### src/rtl/fetch_pkg.sv
// Shared types and constants for the PC / instruction-fetch stage.
// Latency: n/a (declarations only).
// Backpressure: n/a (declarations only).
package fetch_pkg;

  // Only 32-bit addresses and instructions are supported.
  localparam int XLEN = 32;

  // Default PC after reset; the top exposes it as a parameter.
  localparam logic [31:0] DEFAULT_RESET_VEC = 32'h0000_0000;

  // addi x0, x0, 0 -- what the decoder sees before the first fetch.
  localparam logic [31:0] NOP_INSTR = 32'h0000_0013;

  // Fetch-stage state encoding.
  typedef enum logic [1:0] {
    ST_RST   = 2'd0,
    ST_FETCH = 2'd1,
    ST_EXEC  = 2'd2,
    ST_TRAP  = 2'd3
  } fetch_state_e;

  // A fetch target is misaligned when it is not word aligned.
  function automatic logic is_misaligned(input logic [XLEN-1:0] addr);
    return (addr[1:0] != 2'b00);
  endfunction

endpackage

### src/rtl/next_pc_sel.sv
// Next-PC selection: jalr > (jal | taken branch) > sequential, plus misalignment flag.
// Latency: purely combinational.
// Backpressure: none; the caller decides when the target is consumed.
// Build option FETCH_MISALIGN_TRAP_EN: when undefined, target bits [1:0] are cleared here.
module next_pc_sel
  import fetch_pkg::*;
(
  input  logic [XLEN-1:0] pc,
  input  logic [XLEN-1:0] imm_ext,
  input  logic [XLEN-1:0] alu_result,
  input  logic            branch,
  input  logic            jump,
  input  logic            jalr,
  output logic [XLEN-1:0] target,
  output logic            misaligned
);

  logic [XLEN-1:0] raw_target;

  // Priority mux; jalr drops bit 0 as the ISA requires, the add wraps mod 2^32.
  always_comb begin
    raw_target = pc + 32'd4;
    if (jalr) begin
      raw_target = {alu_result[XLEN-1:1], 1'b0};
    end else if (jump || branch) begin
      raw_target = pc + imm_ext;
    end
    misaligned = is_misaligned(raw_target);
`ifdef FETCH_MISALIGN_TRAP_EN
    target = raw_target;
`else
    // Without the trap, a misaligned target is rounded down to the word.
    target = {raw_target[XLEN-1:2], 2'b00};
`endif
  end

endmodule

### src/rtl/fetch_pc_unit.sv
// PC register, imem req/ack fetch FSM (RST/FETCH/EXEC[/TRAP]) and retired-instruction counter.
// Latency: 2 cycles per instruction minimum (FETCH with same-cycle ack, then EXEC); +1 per ack-wait or stall cycle.
// Backpressure: imem_req held until imem_ack; stall holds EXEC. Build option FETCH_MISALIGN_TRAP_EN adds the TRAP state.
module fetch_pc_unit #(
  parameter logic [31:0] RESET_VEC = fetch_pkg::DEFAULT_RESET_VEC,
  parameter int          XLEN      = 32
) (
  input  logic            clk,
  input  logic            rst_n,
  // instruction memory
  output logic            imem_req,
  output logic [XLEN-1:0] imem_addr,
  input  logic            imem_ack,
  input  logic [XLEN-1:0] imem_rdata,
  // to decoder / datapath
  output logic [XLEN-1:0] instr,
  output logic            instr_valid,
  output logic [XLEN-1:0] pc,
  output logic [XLEN-1:0] pc_plus4,
  // resolved controls from decoder
  input  logic            branch,
  input  logic            jump,
  input  logic            jalr,
  input  logic [XLEN-1:0] imm_ext,
  input  logic [XLEN-1:0] alu_result,
  input  logic            stall,
  // status
  output logic [XLEN-1:0] instret,
  output logic            trap
);

  import fetch_pkg::*;

  // Flat state constants so the encoding stays visible in waveforms and legacy tools.
  localparam logic [1:0] S_RST   = ST_RST;
  localparam logic [1:0] S_FETCH = ST_FETCH;
  localparam logic [1:0] S_EXEC  = ST_EXEC;
`ifdef FETCH_MISALIGN_TRAP_EN
  localparam logic [1:0] S_TRAP  = ST_TRAP;
`endif

  logic [1:0]      state_q,       state_d;
  logic [XLEN-1:0] pc_q,          pc_d;
  logic [XLEN-1:0] instr_q,       instr_d;
  logic [XLEN-1:0] instret_q,     instret_d;
  logic            instr_valid_q, instr_valid_d;
  logic            imem_req_q,    imem_req_d;
`ifdef FETCH_MISALIGN_TRAP_EN
  logic            trap_q,        trap_d;
`endif

  logic [XLEN-1:0] tgt_pc;
  logic            tgt_misaligned;

  next_pc_sel u_next_pc_sel (
    .pc         (pc_q),
    .imm_ext    (imm_ext),
    .alu_result (alu_result),
    .branch     (branch),
    .jump       (jump),
    .jalr       (jalr),
    .target     (tgt_pc),
    .misaligned (tgt_misaligned)
  );

`ifndef FETCH_MISALIGN_TRAP_EN
  // The misaligned flag has no consumer when the trap is compiled out.
  logic unused_tgt_misaligned;
  assign unused_tgt_misaligned = tgt_misaligned;
`endif

  // FSM next-state, PC update, instruction capture and retire counting.
  always_comb begin
    state_d   = state_q;
    pc_d      = pc_q;
    instr_d   = instr_q;
    instret_d = instret_q;
`ifdef FETCH_MISALIGN_TRAP_EN
    trap_d    = trap_q;
`endif
    case (state_q)
      S_RST: begin
        // One settling cycle after reset release; any ack here is ignored.
        state_d = S_FETCH;
      end
      S_FETCH: begin
        if (imem_ack) begin
          instr_d = imem_rdata;
          state_d = S_EXEC;
        end
      end
      S_EXEC: begin
        if (!stall) begin
`ifdef FETCH_MISALIGN_TRAP_EN
          if (tgt_misaligned) begin
            // Architectural state is frozen at the faulting instruction.
            state_d = S_TRAP;
            trap_d  = 1'b1;
          end else begin
            pc_d      = tgt_pc;
            instret_d = instret_q + 32'd1;
            state_d   = S_FETCH;
          end
`else
          pc_d      = tgt_pc;
          instret_d = instret_q + 32'd1;
          state_d   = S_FETCH;
`endif
        end
      end
`ifdef FETCH_MISALIGN_TRAP_EN
      S_TRAP: begin
        // Sticky until reset.
        state_d = S_TRAP;
      end
`endif
      default: begin
        state_d = S_RST;
      end
    endcase
    // Handshake/valid outputs are registered decodes of the next state.
    imem_req_d    = (state_d == S_FETCH);
    instr_valid_d = (state_d == S_EXEC);
  end

  // State registers; reset drops any in-flight fetch immediately.
  always_ff @(posedge clk or negedge rst_n) begin
    if (!rst_n) begin
      state_q       <= S_RST;
      pc_q          <= RESET_VEC;
      instr_q       <= NOP_INSTR;
      instret_q     <= '0;
      instr_valid_q <= 1'b0;
      imem_req_q    <= 1'b0;
`ifdef FETCH_MISALIGN_TRAP_EN
      trap_q        <= 1'b0;
`endif
    end else begin
      state_q       <= state_d;
      pc_q          <= pc_d;
      instr_q       <= instr_d;
      instret_q     <= instret_d;
      instr_valid_q <= instr_valid_d;
      imem_req_q    <= imem_req_d;
`ifdef FETCH_MISALIGN_TRAP_EN
      trap_q        <= trap_d;
`endif
    end
  end

  assign imem_req    = imem_req_q;
  assign imem_addr   = pc_q;
  assign instr       = instr_q;
  assign instr_valid = instr_valid_q;
  assign pc          = pc_q;
  assign pc_plus4    = pc_q + 32'd4;
  assign instret     = instret_q;
`ifdef FETCH_MISALIGN_TRAP_EN
  assign trap        = trap_q;
`else
  assign trap        = 1'b0;
`endif

endmodule

### config.mk
export PLATFORM = sky130hd
export DESIGN_NAME = fetch_pc_unit
export DESIGN_NICKNAME = d
export VERILOG_FILES = /design/src/rtl/fetch_pkg.sv /design/src/rtl/next_pc_sel.sv /design/src/rtl/fetch_pc_unit.sv
export SDC_FILE = /design/constraint.sdc
export NUM_CORES = 1
export LEC_CHECK = 0
export CORE_MARGIN = 4
export CORE_UTILIZATION = 49
export CTS_CLUSTER_DIAMETER = 120
export DETAILED_ROUTE_END_ITERATION = 12
export GPL_ROUTABILITY_DRIVEN = 0
export GPL_TIMING_DRIVEN = 1
export PLACE_DENSITY = 0.95
export SKIP_LAST_GASP = 1
export SLEW_MARGIN = 15
export SYNTH_ARGS = -nofsm -noshare
export SYNTH_HDL_FRONTEND = slang
export SYNTH_SLANG_ARGS = --single-unit
export TNS_END_PERCENT = 1
### constraint.sdc
create_clock -name clk -period 5 [get_ports clk]
set_input_delay 0.5 -clock clk [delete_from_list [all_inputs] [get_ports clk]]
set_output_delay 0.5 -clock clk [all_outputs]
set_load 0.02 [all_outputs]
==> key figures <==
Floorplanning
  – CORE AREA: approximately 14000 um2
  – Initial core utilization: roughly 50%
  – Die height: 128 um
  – DIE AREA: roughly 16000 um2
  – Die W: 128 um
  – FP Rows: 43
  – IO Count: 266

Global routing
  – Number of global-route vias before repair: a little under 7000
  – Initial antenna violation count: 0
  – Total gr overflow: 0
  – First-pass GRT wire length: 35.4 mm
  – Gr usage total: between 20% and 30%
  – Pin count of the biggest net entering global routing: 64

Cells and area
  – Most frequent cells in the layout: clkdlybuf4s50_1 (253), dfrtp_1 (95), nand2_1 (76)
  – Antenna diodes: 0
  – P&R area growth vs syn: 37.4%
  – Final Net Count: roughly 1100
  – Most common cell after layout, fill and taps aside: clkdlybuf4s50_1
  – Share of cells above drive strength 1: under 10%
  – Post-Layout Inst Area: 9700 um2

Routing
  – Avg Vias per Cell: 5.89
  – DR iter-0 viols: between 500 and 600
  – Residual DRC: 0
  – Final WL: 22.8 mm
  – 1st-pass router iterations: 5
  – Routed vias: 6830
  – DR WL/cell: 19.6 um
  – Number of routed nets with antenna violations: 0

Logic synthesis
  – Synth Warn #: 0
  – Post-synth EDFFs: 0
  – Cell variety after synth: 76
  – Area contributors post-synth: dfrtp_1 (34%), xnor2_1 (6.6%), ha_1 (5.5%), mux2_2 (5.3%), nand2_1 (4.0%)
  – Synthesized flop and latch total: 98
  – Leading register cell type out of synthesis: dfrtp_1
  – Synth top area share: between 30% and 40%
  – Mean Syn Cell Area: about 9 um2
  – Sequential area share after synthesis: a little over a third
  – Mapped cell area: about 7100 um2
  – Async SR Flop Fraction: 100%
  – Mapped Cells: around 770
  – Synth area leader: dfrtp_1

Pwr
  – Maximum VDD drop: approximately 0.34 mV
  – Cell Pwr Density: 578 nW/um2
  – Leakage: 0.00402 uW

Clock network
  – Postcts setup bufs: 0
  – CTS tree: built
  – Clk pin slew, worst setup/hold paths: around 70 ps
  – Clock buffer count from CTS: 9
  – Worst-Skew Late Latency: ~340 ps
  – Cts repair resizes: 0
  – Number of clock sinks: between 90 and 100
  – Post-CTS Hold Buffers: 0
  – H-tree Lvls: 3
  – CTS root buffer: clkbuf_16
  – Clock buffer depth: 2

STA
  – Rel. slew slack: about 32%
  – Setup TNS: 0 ps
  – Final max-slew violation count: 0
  – Max Fclk: around 0.27 GHz
  – Setup violators final: 0
  – Hold Vio Cnt, Final: 0
  – Final clock skew: ~7.6 ps
  – Unrepaired setup endpoints after global routing: no
  – Tmin final: approximately 3700 ps
  – Least-Margin Pin Slew: 1000 ps
  – Final Cycle Share: 73.7%

Worst setup path
  – Startpoint types: register
  – Kind of critical path: reg2out
  – Arr. time, crit path: around 3200 ps
  – R2R Path End: imem_addr[28]
  – CP max-delay cell: clkdlybuf4s50_1
  – Worst Setup End Kind: output pin
  – Worst r2r src: imem_addr[2]
  – Crit-path max cell delay: 640 ps
  – WP data required: around 4500 ps
  – Critical path cell sequence: ha_1, and3_1, and2_1, nand2_1, nor2_1, xnor2_1, clkdlybuf4s50_1
  – Flop-to-flop setup slack: between 1500 and 2000 ps
  – FF-to-FF path depth: 9
  – Critical path peak fanout: 8

Placement
  – # port buffers: approximately 250
  – DP HPWL: approximately 17 mm
  – Post-Place Cell Area: between 9000 and 10000 um2

Status
  – Outcome: finished clean

Run
  – Max-cap viol count: 0

Worst hold path
  – Worst hold path class: in2async
-- cells in the mapped netlist (6+ instances only) --
| library cell | number |
|---|---|
| xnor2_1 | 53 |
| a211oi_1 | 14 |
| clkbuf_1 | 22 |
| nand3_1 | 28 |
| nand2b_1 | 6 |
| nor3_1 | 9 |
| nor2_1 | 51 |
| o211ai_1 | 6 |
| and2_1 | 7 |
| a21o_1 | 13 |
| nand4_1 | 27 |
| a31oi_1 | 8 |
| o21ai_0 | 43 |
| clkbuf_8 | 6 |
| inv_1 | 17 |
| dfrtp_1 | 95 |
| and3_1 | 12 |
| a21oi_1 | 40 |
| nand2_1 | 76 |
| buf_4 | 37 |
| ha_1 | 31 |
| o31ai_1 | 6 |
| mux2_2 | 33 |
| xor2_1 | 29 |
-- worst max path at each step --
stage,start,end
floorplan,imem_addr[2],imem_addr[28]
global placement,imm_ext[2],imem_addr[28]
detailed placement,imm_ext[2],imem_addr[28]
CTS,imem_addr[3],pc_plus4[20]
global route,imem_addr[3],pc_plus4[20]
finish,imem_addr[3],pc_plus4[20]
-- registers in the layout (all words and copies together) (netlist names) --
name and cells:
imem_addr 30, state_q 2, instr 32, instret 32, imem_req 1, instr_valid 1
-- cell families after synthesis --
group                      after synthesis  share of synthesized area [%]
AOI/OAI and AO/OA                      182                           17.3
xor gates and xnor gates                84                           10.6
adders and majority gates               32                           5.78
buffers and inverters                   89                           7.95
DFF                                     98                           34.8
muxes                                   35                           5.55
other                                    1                         0.0532
and+or+nand+nor                        246                           17.9
-- power by group --
group	switching [uW]	leakage (uW)	internal [uW]	total, uW
Sequential	361	0.00122	1070	1430
Clock	328	0.000136	356	684
Combinational	1860	0.00266	1630	3490
Total	2550	0.00402	3050	5610
-- per-stage QoR --
stage | util, % | hold slack, ps | total power (uW) | instances | setup slack, ps
2_1_floorplan | - | 204 | 3570 | 773 | 2200
3_3_place_gp | 67.3 | 460 | 4810 | 1143 | 1540
3_5_place_dp | 67.3 | 474 | 4900 | 1143 | 1550
4_1_cts | 69.3 | 277 | 5610 | 1159 | 1330
5_1_grt | 69.3 | 315 | 5950 | 1159 | 1130
6_report | 69.3 | 253 | 5610 | 1159 | 1310
-- final cells by class --
class	instances	area, um2
timing repair buffer	261	2590
tap	180	225
fill	1038	4290
clock inverter	6	46.3
inverter	18	67.6
sequential	98	2460
multi-input combinational	586	4070
clock buffer	10	239
-- worst max-delay path: cells and delay by family (launching register included) --
kind / cells / cell delay, ps
xor+xnor: 1 / 160
fa+ha+maj: 1 / 280
buf+inv: 1 / 640
flops: 1 / 530
simple gates: 4 / 1210
-- metal layers --
layer  vias to the layer above  routed length [um]  GRT usage (%)
met5                         -                   0              0
met4                         0                 772           10.2
met3                        57                2160           5.58
met2                       429               11200           46.8
met1                      3217                8690           33.3
li1                       3127                   -              -
Power figures use the tool's default switching activity.
